## config.mk

```make
export PLATFORM = sky130hd
export DESIGN_NAME = stage_sequencer_flat
export DESIGN_NICKNAME = d
export VERILOG_FILES = /design/src/rtl/stage_sequencer_if.sv /design/src/rtl/stage_sequencer.sv /design/src/flat_wrapper.sv
export SDC_FILE = /design/constraint.sdc
export NUM_CORES = 1
export LEC_CHECK = 0
export CAP_MARGIN = 20
export CORE_MARGIN = 2
export CORE_UTILIZATION = 30
export CTS_CLUSTER_SIZE = 24
export DETAILED_ROUTE_END_ITERATION = 6
export GPL_ROUTABILITY_DRIVEN = 0
export PLACE_DENSITY = 0.83
export SETUP_SLACK_MARGIN = 0.1
export SYNTH_ARGS = -nofsm -noshare
export SYNTH_HDL_FRONTEND = slang
export SYNTH_SLANG_ARGS = --single-unit
```

## constraint.sdc

```tcl
create_clock -name clk -period 2 [get_ports clk]
set_input_delay 0.3 -clock clk [delete_from_list [all_inputs] [get_ports clk]]
set_output_delay 0.3 -clock clk [all_outputs]
set_load 0.05 [all_outputs]
```

## src/rtl/stage_sequencer_if.sv

```systemverilog
// Control/strobe bundle between the LEGv8 stage sequencer and the datapath stages.
// The sequencer takes the master modport; the datapath side takes the slave modport.
interface stage_sequencer_if;
  logic        start;
  logic        hold;
  logic [10:0] opcode;
  logic        mem_read;
  logic        mem_write;
  logic        reg_write;
  logic        fetch_en;
  logic        read_strobe;
  logic        exec_en;
  logic        mem_strobe;
  logic        write_strobe;
  logic        pc_update;
  logic        busy;
  logic        halted;
  logic [2:0]  state;
  logic [31:0] instr_count;
  logic [31:0] cycle_count;

  modport master (
    input  start, hold, opcode, mem_read, mem_write, reg_write,
    output fetch_en, read_strobe, exec_en, mem_strobe, write_strobe, pc_update,
    output busy, halted, state, instr_count, cycle_count
  );

  modport slave (
    output start, hold, opcode, mem_read, mem_write, reg_write,
    input  fetch_en, read_strobe, exec_en, mem_strobe, write_strobe, pc_update,
    input  busy, halted, state, instr_count, cycle_count
  );
endinterface

```

## src/rtl/stage_sequencer.sv

```systemverilog
// Multi-cycle LEGv8 stage sequencer: FETCH/DECODE/EXEC/[MEM]/[WB] with hold and halt.
// Define PERF_COUNT_EN to build the retired-instruction and busy-cycle counters.
module stage_sequencer (
  input  logic               clk,
  input  logic               rst_n,
  stage_sequencer_if.master  bus
);

  localparam int unsigned OP_W  = 11;
  localparam int unsigned CNT_W = 32;
  localparam logic [OP_W-1:0] HALT_OPCODE = 11'h7FF;

  typedef enum logic [2:0] {
    IDLE   = 3'd0,
    FETCH  = 3'd1,
    DECODE = 3'd2,
    EXEC   = 3'd3,
    MEM    = 3'd4,
    WB     = 3'd5,
    HALT   = 3'd6
  } state_t;

  state_t state_q;
  logic   mem_read_q;
  logic   mem_write_q;
  logic   reg_write_q;

  logic   last_stage;
  logic   pc_update;
  logic   busy;

  // State register and decoded-control flags; hold freezes both, illegal codes recover to IDLE.
  always_ff @(posedge clk or negedge rst_n) begin
    if (!rst_n) begin
      state_q     <= IDLE;
      mem_read_q  <= 1'b0;
      mem_write_q <= 1'b0;
      reg_write_q <= 1'b0;
    end else if (!bus.hold) begin
      case (state_q)
        IDLE:    if (bus.start) state_q <= FETCH;
        FETCH:   state_q <= DECODE;
        DECODE: begin
          mem_read_q  <= bus.mem_read;
          mem_write_q <= bus.mem_write;
          reg_write_q <= bus.reg_write;
          state_q     <= (bus.opcode == HALT_OPCODE) ? HALT : EXEC;
        end
        EXEC: begin
          if (mem_read_q || mem_write_q) state_q <= MEM;
          else if (reg_write_q)          state_q <= WB;
          else                           state_q <= FETCH;
        end
        MEM:     state_q <= reg_write_q ? WB : FETCH;
        WB:      state_q <= FETCH;
        HALT:    if (bus.start) state_q <= FETCH;
        default: state_q <= IDLE;
      endcase
    end else if (state_q == state_t'(3'd7)) begin
      state_q <= IDLE;
    end
  end

  // Final stage of the current instruction, from the latched control flags.
  assign last_stage = (state_q == WB)
                   || (state_q == MEM  && !reg_write_q)
                   || (state_q == EXEC && !mem_read_q && !mem_write_q && !reg_write_q);

  assign pc_update = last_stage && !bus.hold;
  assign busy      = (state_q != IDLE) && (state_q != HALT);

  assign bus.fetch_en     = (state_q == FETCH)  && !bus.hold;
  assign bus.read_strobe  = (state_q == DECODE) && !bus.hold;
  assign bus.exec_en      = (state_q == EXEC)   && !bus.hold;
  assign bus.mem_strobe   = (state_q == MEM)    && !bus.hold;
  assign bus.write_strobe = (state_q == WB)     && !bus.hold;
  assign bus.pc_update    = pc_update;
  assign bus.busy         = busy;
  assign bus.halted       = (state_q == HALT);
  assign bus.state        = 3'(state_q);

`ifdef PERF_COUNT_EN
  logic [CNT_W-1:0] instr_count_q;
  logic [CNT_W-1:0] cycle_count_q;

  // Free-running wrap-around performance counters.
  always_ff @(posedge clk or negedge rst_n) begin
    if (!rst_n) begin
      instr_count_q <= '0;
      cycle_count_q <= '0;
    end else begin
      if (pc_update) instr_count_q <= instr_count_q + CNT_W'(1);
      if (busy)      cycle_count_q <= cycle_count_q + CNT_W'(1);
    end
  end

  assign bus.instr_count = instr_count_q;
  assign bus.cycle_count = cycle_count_q;
`else
  assign bus.instr_count = CNT_W'(0);
  assign bus.cycle_count = CNT_W'(0);
`endif

endmodule
```

## src/flat_wrapper.sv

```systemverilog
// flat-port wrapper written by rule: the top's interface ports become plain ports
module stage_sequencer_flat 
  (clk, rst_n, bus_start, bus_hold, bus_opcode, bus_mem_read, bus_mem_write, bus_reg_write, bus_fetch_en, bus_read_strobe, bus_exec_en, bus_mem_strobe, bus_write_strobe, bus_pc_update, bus_busy, bus_halted, bus_state, bus_instr_count, bus_cycle_count);
  stage_sequencer_if bus_i ();
  input  logic clk;
  input  logic rst_n;
  input wire logic [$bits(bus_i.start)-1:0] bus_start;
  input wire logic [$bits(bus_i.hold)-1:0] bus_hold;
  input wire logic [$bits(bus_i.opcode)-1:0] bus_opcode;
  input wire logic [$bits(bus_i.mem_read)-1:0] bus_mem_read;
  input wire logic [$bits(bus_i.mem_write)-1:0] bus_mem_write;
  input wire logic [$bits(bus_i.reg_write)-1:0] bus_reg_write;
  output wire logic [$bits(bus_i.fetch_en)-1:0] bus_fetch_en;
  output wire logic [$bits(bus_i.read_strobe)-1:0] bus_read_strobe;
  output wire logic [$bits(bus_i.exec_en)-1:0] bus_exec_en;
  output wire logic [$bits(bus_i.mem_strobe)-1:0] bus_mem_strobe;
  output wire logic [$bits(bus_i.write_strobe)-1:0] bus_write_strobe;
  output wire logic [$bits(bus_i.pc_update)-1:0] bus_pc_update;
  output wire logic [$bits(bus_i.busy)-1:0] bus_busy;
  output wire logic [$bits(bus_i.halted)-1:0] bus_halted;
  output wire logic [$bits(bus_i.state)-1:0] bus_state;
  output wire logic [$bits(bus_i.instr_count)-1:0] bus_instr_count;
  output wire logic [$bits(bus_i.cycle_count)-1:0] bus_cycle_count;
  assign bus_i.start = bus_start;
  assign bus_i.hold = bus_hold;
  assign bus_i.opcode = bus_opcode;
  assign bus_i.mem_read = bus_mem_read;
  assign bus_i.mem_write = bus_mem_write;
  assign bus_i.reg_write = bus_reg_write;
  assign bus_fetch_en = bus_i.fetch_en;
  assign bus_read_strobe = bus_i.read_strobe;
  assign bus_exec_en = bus_i.exec_en;
  assign bus_mem_strobe = bus_i.mem_strobe;
  assign bus_write_strobe = bus_i.write_strobe;
  assign bus_pc_update = bus_i.pc_update;
  assign bus_busy = bus_i.busy;
  assign bus_halted = bus_i.halted;
  assign bus_state = bus_i.state;
  assign bus_instr_count = bus_i.instr_count;
  assign bus_cycle_count = bus_i.cycle_count;
  stage_sequencer u_core (.clk(clk), .rst_n(rst_n), .bus(bus_i));
endmodule
```

Word-level counts from Yosys, hierarchy flattened
Cells that the tools add are included.
{"block": "word_totals", "register_bits": 6, "out_inout_bits": 75, "input_bits": 18, "elab_cells": 46}
{"block": "op_classes", "n_reduce_logical": 23, "eq_ne": 11, "mux": 7, "n_bitwise": 1}
{"operator": "3-bit 2-to-1 mux", "n": 6}
{"operator": "3-bit one-hot mux with 6 select lines", "n": 1}
{"operator": "3-bit equality test, second input constant", "n": 4}
{"operator": "11-bit equality test, second input constant", "n": 1}
{"operator": "1-bit logical AND", "n": 11}
{"operator": "3-bit by 2-bit equality test with 1-bit output, second input constant", "n": 2}
{"operator": "1-bit zero test", "n": 4}
{"operator": "2-bit AND reduction", "n": 2}
{"operator": "3-bit by 1-bit equality test with 1-bit output, second input constant", "n": 1}
{"operator": "3-bit zero test", "n": 1}
{"operator": "1-bit logical OR", "n": 3}
{"operator": "3-bit by 1-bit != test with 1-bit output, second input constant", "n": 1}
{"operator": "3-bit != test, second input constant", "n": 1}
{"operator": "3-bit nonzero test", "n": 1}
{"operator": "2-bit by 1-bit != test with 1-bit output, second input constant", "n": 1}
{"operator": "2-bit OR reduction", "n": 1}
{"operator": "1-bit inverter", "n": 1}

Longest topological paths before layout
Gate-level depths: netlist of run 1.
{"block": "logic_depth", "word_depth": 6, "ltp_mapped": 5, "ltp_nobuf": 4}

Worst setup path before layout of run 1
No wires, ideal clock.
{"block": "synth_path", "path_type": "register to output", "startpoint": "register u_core.state_q[0], in the netlist u_core.bus.state[0]", "endpoint": "output port bus_fetch_en", "t_arrival_ns": 2.593, "path_buffers": 1, "required_time_ns": 1.700, "setup_slack_ns": -0.893, "stages_incl_launch_ff": 3, "cell_sequence": "dfrtp_1 clkbuf_1 nor4b_1"}
{"block": "synth_between", "elab_chain_cells": 2}
{"item": "from (decl)", "line": "stage_sequencer.sv:23", "rtl": "state_t state_q;"}
{"item": "from (signal assigned)", "line": "stage_sequencer.sv:47", "rtl": "state_q <= (bus.opcode == HALT_OPCODE) ? HALT : EXEC;"}
{"item": "from (signal assigned)", "line": "stage_sequencer.sv:54", "rtl": "MEM: state_q <= reg_write_q ? WB : FETCH;"}
{"item": "3-bit by 1-bit equality test with 1-bit output", "line": "stage_sequencer.sv:72", "rtl": "assign bus.fetch_en = (state_q == FETCH) && !bus.hold;"}
{"item": "1-bit logical AND", "line": "stage_sequencer.sv:72"}
{"item": "to (decl)", "line": "flat_wrapper.sv:13", "rtl": "output wire logic [$bits(bus_i.fetch_en)-1:0] bus_fetch_en;"}
No other way between the ends.

Worst setup path after layout of run 1
{"block": "layout_path", "startpoint": "register u_core.mem_write_q", "endpoint": "output port bus_pc_update"}
{"block": "layout_between", "elab_chain_cells": 5}
{"item": "from (decl)", "line": "stage_sequencer.sv:25", "rtl": "logic mem_write_q;"}
{"item": "from (signal assigned)", "line": "stage_sequencer.sv:45", "rtl": "mem_write_q <= bus.mem_write;"}
{"item": "1-bit zero test", "line": "stage_sequencer.sv:67", "rtl": "|| (state_q == EXEC && !mem_read_q && !mem_write_q && !reg_write_q);"}
{"item": "1-bit logical AND (2 in a row)", "line": "stage_sequencer.sv:67"}
{"item": "1-bit logical OR", "line": "stage_sequencer.sv:67"}
{"item": "1-bit logical AND", "line": "stage_sequencer.sv:69", "rtl": "assign pc_update = last_stage && !bus.hold;"}
{"item": "to (decl)", "line": "flat_wrapper.sv:18", "rtl": "output wire logic [$bits(bus_i.pc_update)-1:0] bus_pc_update;"}
No other way between the ends.

==> flow_metrics.env, run 1 <==
export IMPL_outcome="completed"
export IMPL_via_count=711
export IMPL_synth_most_common_cell="buf_4"
export IMPL_r2r_start="u_core.bus.state[0]"
export IMPL_core_area_um2=3030
export IMPL_cts_root_buf="clkbuf_4"
export IMPL_dp_hpwl_um=1420
export IMPL_vias_per_cell=3.59
export IMPL_avgSynthCellArea_um2=7.95
export IMPL_critical_path_top_delay_family="simple AND/OR/NAND/NOR gates"
export IMPL_max_stage_delay_ns=0.41
export IMPL_power_density_nw_per_um2=1370
export IMPL_syn_to_final_growth_pct=30.3
export IMPL_yosys_top_cells_count="buf_4, dfrtp_1, a21oi_1"
export IMPL_die_area_um2=3650
export IMPL_yosys_cell_types_count=30
export IMPL_wirelength_um=1700
export IMPL_slew_viol_final=0
export IMPL_period_share_pct=90.8
export IMPL_die_x_um=60.4
export IMPL_grt_pass1_wl_um=2360
export IMPL_startpoint_type="register"
export IMPL_clock_sinks=6
export IMPL_ant_nets=0
export IMPL_clk_path_buf_depth=2
export IMPL_cp_cell_sequence="or3_4, o21ai_1, a21oi_2, nor2_4, buf_12"
export IMPL_cp_slowest_cell="or3_4"
export IMPL_r2r_end="u_core.reg_write_q"
export IMPL_synth_async_sr_flop_share_pct=100
export IMPL_crit_fanout=3
export IMPL_ir_drop_v=0.000382
export IMPL_place_port_buffers=28
export IMPL_ys_flop_type="dfrtp_1"
export IMPL_antennaDiodeCount=0
export IMPL_p_leak_nw=0.585
export IMPL_setup_violations=0
export IMPL_grt_usage_pct=9.01
export IMPL_dpl_cell_area_um2=1190
export IMPL_grt_max_degree=17
export IMPL_hold_class="in2async"
export IMPL_worst_ep_arrival_time_ns=1.52
export IMPL_wl_per_cell_um=8.61
export IMPL_critPathCaptureType="output port"
export IMPL_clk_pin_slew_ns=0.05
export IMPL_yosysSeqAreaShare_pct=15.7
export IMPL_antenna_found_initial=0
export IMPL_yosys_area_top_type="buf_4"
export IMPL_ff2ff_path_depth=3
export IMPL_io_pins=93
export IMPL_grt_pass1_vias=534
export IMPL_synth_edf_count=0
export IMPL_cts_max_level=1
export IMPL_dr_pass1_iters=3
export IMPL_die_h_um=60.4
export IMPL_fmaxAchievable_ghz=0.551
export IMPL_cap_violations=0
export IMPL_syn_cell_area_um2=953
export IMPL_hold_viol_final=0
export IMPL_critical_path_buf_inv_count=1
export IMPL_tns_ns=0
export IMPL_r2r_slack_ns=0.48
export IMPL_rows=20
export IMPL_crit_required_ns=1.70
export IMPL_rsz0062_at_grt="false"
export IMPL_ys_ff_latch=6
export IMPL_netlist_instances=120
export IMPL_overflow=0
export IMPL_initial_core_util_pct=31.5
export IMPL_drive_above_1_share_pct=24.7
export IMPL_ys_warn_count=0
export IMPL_insertion_delay_ns=0.26
export IMPL_min_period_ns=1.82
export IMPL_n_fill_cell=308
export IMPL_finalClockSkew_ns=0.00930
export IMPL_ctsHoldBuffers=0
export IMPL_cts_made_buffers=3
export IMPL_synth_top_cells_by_area="buf_4, dfrtp_1, mux2_2"
export IMPL_drt_iter0_drc=8
export IMPL_final_cell_area_um2=1240
export IMPL_synth_top_area_share_pct=51.2
export IMPL_fin_nets=173
export IMPL_tritoncts="done"
export IMPL_path_class="reg2out"
export IMPL_drc_errors=0
-- worst register-to-register path: cells and delay by family (launching register included) --
| family | cells | cell delay, ns |
|---|---|---|
| and+or+nand+nor | 2 | 0.57 |
| muxes | 1 | 0.37 |
| DFF | 1 | 0.45 |
-- metrics by stage --
stage / instances / hold slack, ns / setup slack (ns) / util, % / total power, mW
final: 198 / 0.281 / 0.184 / 41.0 / 1.70
after global placement: 191 / 0.514 / 0.295 / 39.3 / 1.52
after detailed placement: 191 / 0.521 / 0.319 / 39.3 / 1.53
after floorplan: 183 / 0.00441 / 0.121 / - / 1.27
after global routing: 198 / 0.295 / 0.123 / 41.0 / 1.80
after CTS: 195 / 0.281 / 0.127 / 40.2 / 1.67
-- how the worst max path moves through the flow --
stage               slack (ns)  cells after the start           startpoint                  end
CTS                       0.13                      5   u_core.mem_write_q        bus_pc_update
detailed placement        0.32                      4             bus_hold          bus_exec_en
global placement          0.30                      4             bus_hold          bus_exec_en
finish                    0.18                      5   u_core.mem_write_q        bus_pc_update
global route              0.12                      5   u_core.mem_write_q        bus_pc_update
floorplan                 0.12                      4  u_core.bus.state[2]  u_core.bus.state[2]
-- registers in the layout, summed over array words and instances, names as in the netlist --
signal              count
u_core.bus.state        3
u_core.mem_write_q      1
u_core.reg_write_q      1
u_core.mem_read_q       1
-- cells in the final DEF (no fill, tap or decap), drive strengths merged --
master,instances
or4,1
mux2,3
o21ai,3
nor2b,2
nand2,3
conb,64
o31a,1
a21oi,5
inv,3
nor3,4
or3,2
a311oi,1
nand3b,1
buf,18
nor3b,1
clkbuf,4
nand3,2
o311a,2
clkdlybuf4s50,17
dfrtp,6
nor2,3
nand2b,3
and4bb,1
a311o,1
nand4,2
nor4b,1
-- final cells by class --
type	count	area, um2	share of cell area [%]
Clock buffer	4	26.3	2.11
Inverter	3	11.3	0.906
Multi-Input combinational cell	106	591	47.5
Sequential cell	6	154	12.4
Tap cell	44	55.1	4.43
Timing Repair Buffer	35	405	32.6
-- what timing repair did --
| action | CTS | global route |
|---|---|---|
| gates resized for setup | 0 | 2 |
| setup endpoints to repair | 0 | 2 |
| buffers inserted | 0 | 3 |
-- cell families (layout without fill, tap and decap cells) --
group                  after synthesis  in the layout  synth area share [%]
AOI/OAI and AO/OA                   13             13                  9.58
muxes                                3              3                  3.54
other                                1             64                 0.393
DFF                                  6              6                  15.7
buffers and inverters               71             42                  53.7
and+or+nand+nor                     26             26                  17.1
-- power breakdown --
group	total (mW)	switching (mW)	internal, mW	leakage [nW]
combinational	1.29	0.810	0.481	0.501
sequential	0.287	0.0976	0.189	0.0691
clock	0.128	0.0516	0.0760	0.0150
total	1.71	0.959	0.746	0.585
-- layer usage --
| metal | global-route usage, % | routed length (um) | up-vias |
|---|---|---|---|
| met2 | 15.2 | 920 | 54 |
| li1 | - | - | 337 |
| met3 | 3.84 | 220 | 3 |
| met5 | 0 | 0 | - |
| met1 | 9.52 | 535 | 317 |
| met4 | 4.76 | 27 | 0 |
No activity file was read; power rests on OpenSTA's default activity.
==> inputs of run 2 (changes only) <==
--- a/config.mk
+++ b/config.mk
@@ -6,6 +6,7 @@
 export NUM_CORES = 1
 export LEC_CHECK = 0
 export CAP_MARGIN = 20
+export CORE_ASPECT_RATIO = 0.75
 export CORE_MARGIN = 2
 export CORE_UTILIZATION = 30
 export CTS_CLUSTER_SIZE = 24
@@ -13,6 +14,7 @@
 export GPL_ROUTABILITY_DRIVEN = 0
 export PLACE_DENSITY = 0.83
 export SETUP_SLACK_MARGIN = 0.1
+export SKIP_CTS_REPAIR_TIMING = 1
 export SYNTH_ARGS = -nofsm -noshare
 export SYNTH_HDL_FRONTEND = slang
 export SYNTH_SLANG_ARGS = --single-unit
==> flow_metrics.env, run 2 (synthesized netlist as in run 1, its figures left out) <==
export IMPL_outcome="completed"
export IMPL_cts_root_buf="clkbuf_8"
export IMPL_switching_share_pct=55.4
export IMPL_worst_ep_arrival_time_ns=1.52
export IMPL_syn_to_final_growth_pct=29.9
export IMPL_antenna_found_initial=0
export IMPL_drive_above_1_share_pct=23.3
export IMPL_ant_nets=0
export IMPL_clk_pin_slew_ns=0.04
export IMPL_largest_register_ffs=3
export IMPL_r2r_start="u_core.bus.state[0]"
export IMPL_p_leak_nw=0.578
export IMPL_crit_required_ns=1.70
export IMPL_p_sw_uw=977
export IMPL_die_x_um=69.1
export IMPL_layout_commonest_cell="conb_1"
export IMPL_rsz0062_at_grt="false"
export IMPL_slew_viol_final=0
export IMPL_overflow=0
export IMPL_tritoncts="done"
export IMPL_busiest_layer="met2"
export IMPL_period_share_pct=91.2
export IMPL_via_count=688
export IMPL_crit_fanout=3
export IMPL_die_area_um2=3650
export IMPL_startpoint_type="register"
export IMPL_clk_path_buf_depth=2
export IMPL_dp_cells=184
export IMPL_critPathCaptureType="output port"
export IMPL_core_area_um2=2980
export IMPL_rows=17
export IMPL_hold_class="in2async"
export IMPL_fmaxAchievable_ghz=0.548
export IMPL_multi_input_area_um2=593
export IMPL_insertion_delay_ns=0.23
export IMPL_n_fill_cell=309
export IMPL_mostFrequentLayoutCells="conb_1, clkdlybuf4s50_1, buf_12, buf_4"
export IMPL_grt_max_degree=16
export IMPL_setup_ws_ns=0.175
export IMPL_cts_max_level=1
export IMPL_r2r_end="u_core.mem_read_q"
export IMPL_seqCellArea_um2=154
export IMPL_tns_ns=0
export IMPL_die_h_um=52.8
export IMPL_setup_violations=0
export IMPL_met3_usage_pct=3.08
export IMPL_pre_cts_ws_ns=0.314
export IMPL_dp_hpwl_um=1610
export IMPL_vias_per_cell=3.66
export IMPL_combPwrFrac_pct=73.0
export IMPL_path_class="reg2out"
export IMPL_wirelength_um=1890
export IMPL_grt_pass1_vias=594
export IMPL_drc_errors=0
export IMPL_ff2ff_path_depth=3
export IMPL_min_period_ns=1.82
export IMPL_clock_sinks=6
export IMPL_cts_made_buffers=3
export IMPL_pwr_share_seq_pct=15.9
export IMPL_initial_core_util_pct=32.0
export IMPL_grt_usage_pct=9.43
export IMPL_hold_viol_final=0
export IMPL_drt_iter0_drc=11
export IMPL_p_clk_share_pct=11.2
export IMPL_p_int_uw=786
export IMPL_fin_nets=169
export IMPL_cap_violations=0
export IMPL_place_port_buffers=28
export IMPL_ir_drop_v=0.000411
export IMPL_wl_per_cell_um=10.0
export IMPL_use_met2_pct=16.7
export IMPL_power_density_nw_per_um2=1420
export IMPL_dr_pass1_iters=3
export IMPL_grt_use_met1_pct=10.4
export IMPL_io_pins=93
export IMPL_r2r_slack_ns=0.40
export IMPL_fin_cells=188
export IMPL_antennaDiodeCount=0
export IMPL_grt_pass1_wl_um=2710
export IMPL_finalClockSkew_ns=0.00440
run 2: final cells by class:
| type | instances | area share [%] |
|---|---|---|
| Clock buffer | 4 | 3.64 |
| Inverter | 3 | 0.909 |
| Multi-Input combinational cell | 106 | 47.9 |
| Sequential cell | 6 | 12.4 |
| Tap cell | 38 | 3.84 |
| Timing Repair Buffer | 31 | 31.3 |
run 2: metal layers:
layer / wire length, um / vias up
met5: 0 / -
met4: 15 / 0
met3: 157 / 2
met2: 1030 / 35
met1: 682 / 319
li1: - / 332
run 2: metrics by stage:
stage	util [%]	instance area, um2	power, mW	hold WS [ns]
2_1_floorplan	-	1250	1.27	0.00441
3_3_place_gp	39.9	1190	1.53	0.522
3_5_place_dp	39.9	1190	1.56	0.550
4_1_cts	41.4	1230	1.76	0.334
5_1_grt	41.6	1240	1.85	0.355
6_report	41.6	1240	1.76	0.333
run 2: worst max-delay path by stage:
stage | startpoint | endpoint | slack (ns)
3_5_place_dp | bus_hold | u_core.mem_read_q | 0.31
3_3_place_gp | bus_hold | bus_exec_en | 0.33
4_1_cts | u_core.bus.state[2] | bus_pc_update | 0.13
5_1_grt | u_core.mem_write_q | bus_pc_update | 0.11
6_report | u_core.mem_write_q | bus_pc_update | 0.18
2_1_floorplan | u_core.bus.state[2] | u_core.bus.state[2] | 0.12
run 2: power by group through the flow:
stage	Combinational (mW)	Clock, mW	Sequential [mW]
global placement	1.26	0	0.270
detailed placement	1.28	0	0.278
floorplan	0.925	0	0.345
global route	1.35	0.208	0.293
finish	1.29	0.197	0.280
CTS	1.28	0.199	0.276
run 2: critical path, cell delays in order (launching register included):
cell	delay [ns]
dfrtp_1	0.39
or3_4	0.41
o21ai_1	0.16
a21oi_2	0.09
nor2_4	0.11
buf_12	0.14
==> inputs of run 3 (changes only) <==
--- a/config.mk
+++ b/config.mk
@@ -11,7 +11,6 @@
 export CORE_UTILIZATION = 30
 export CTS_CLUSTER_SIZE = 24
 export DETAILED_ROUTE_END_ITERATION = 6
-export GPL_ROUTABILITY_DRIVEN = 0
 export PLACE_DENSITY = 0.83
 export SETUP_SLACK_MARGIN = 0.1
 export SKIP_CTS_REPAIR_TIMING = 1
==> results of run 3 <==
Final layout, timing and power as in run 2 (identical DEF).
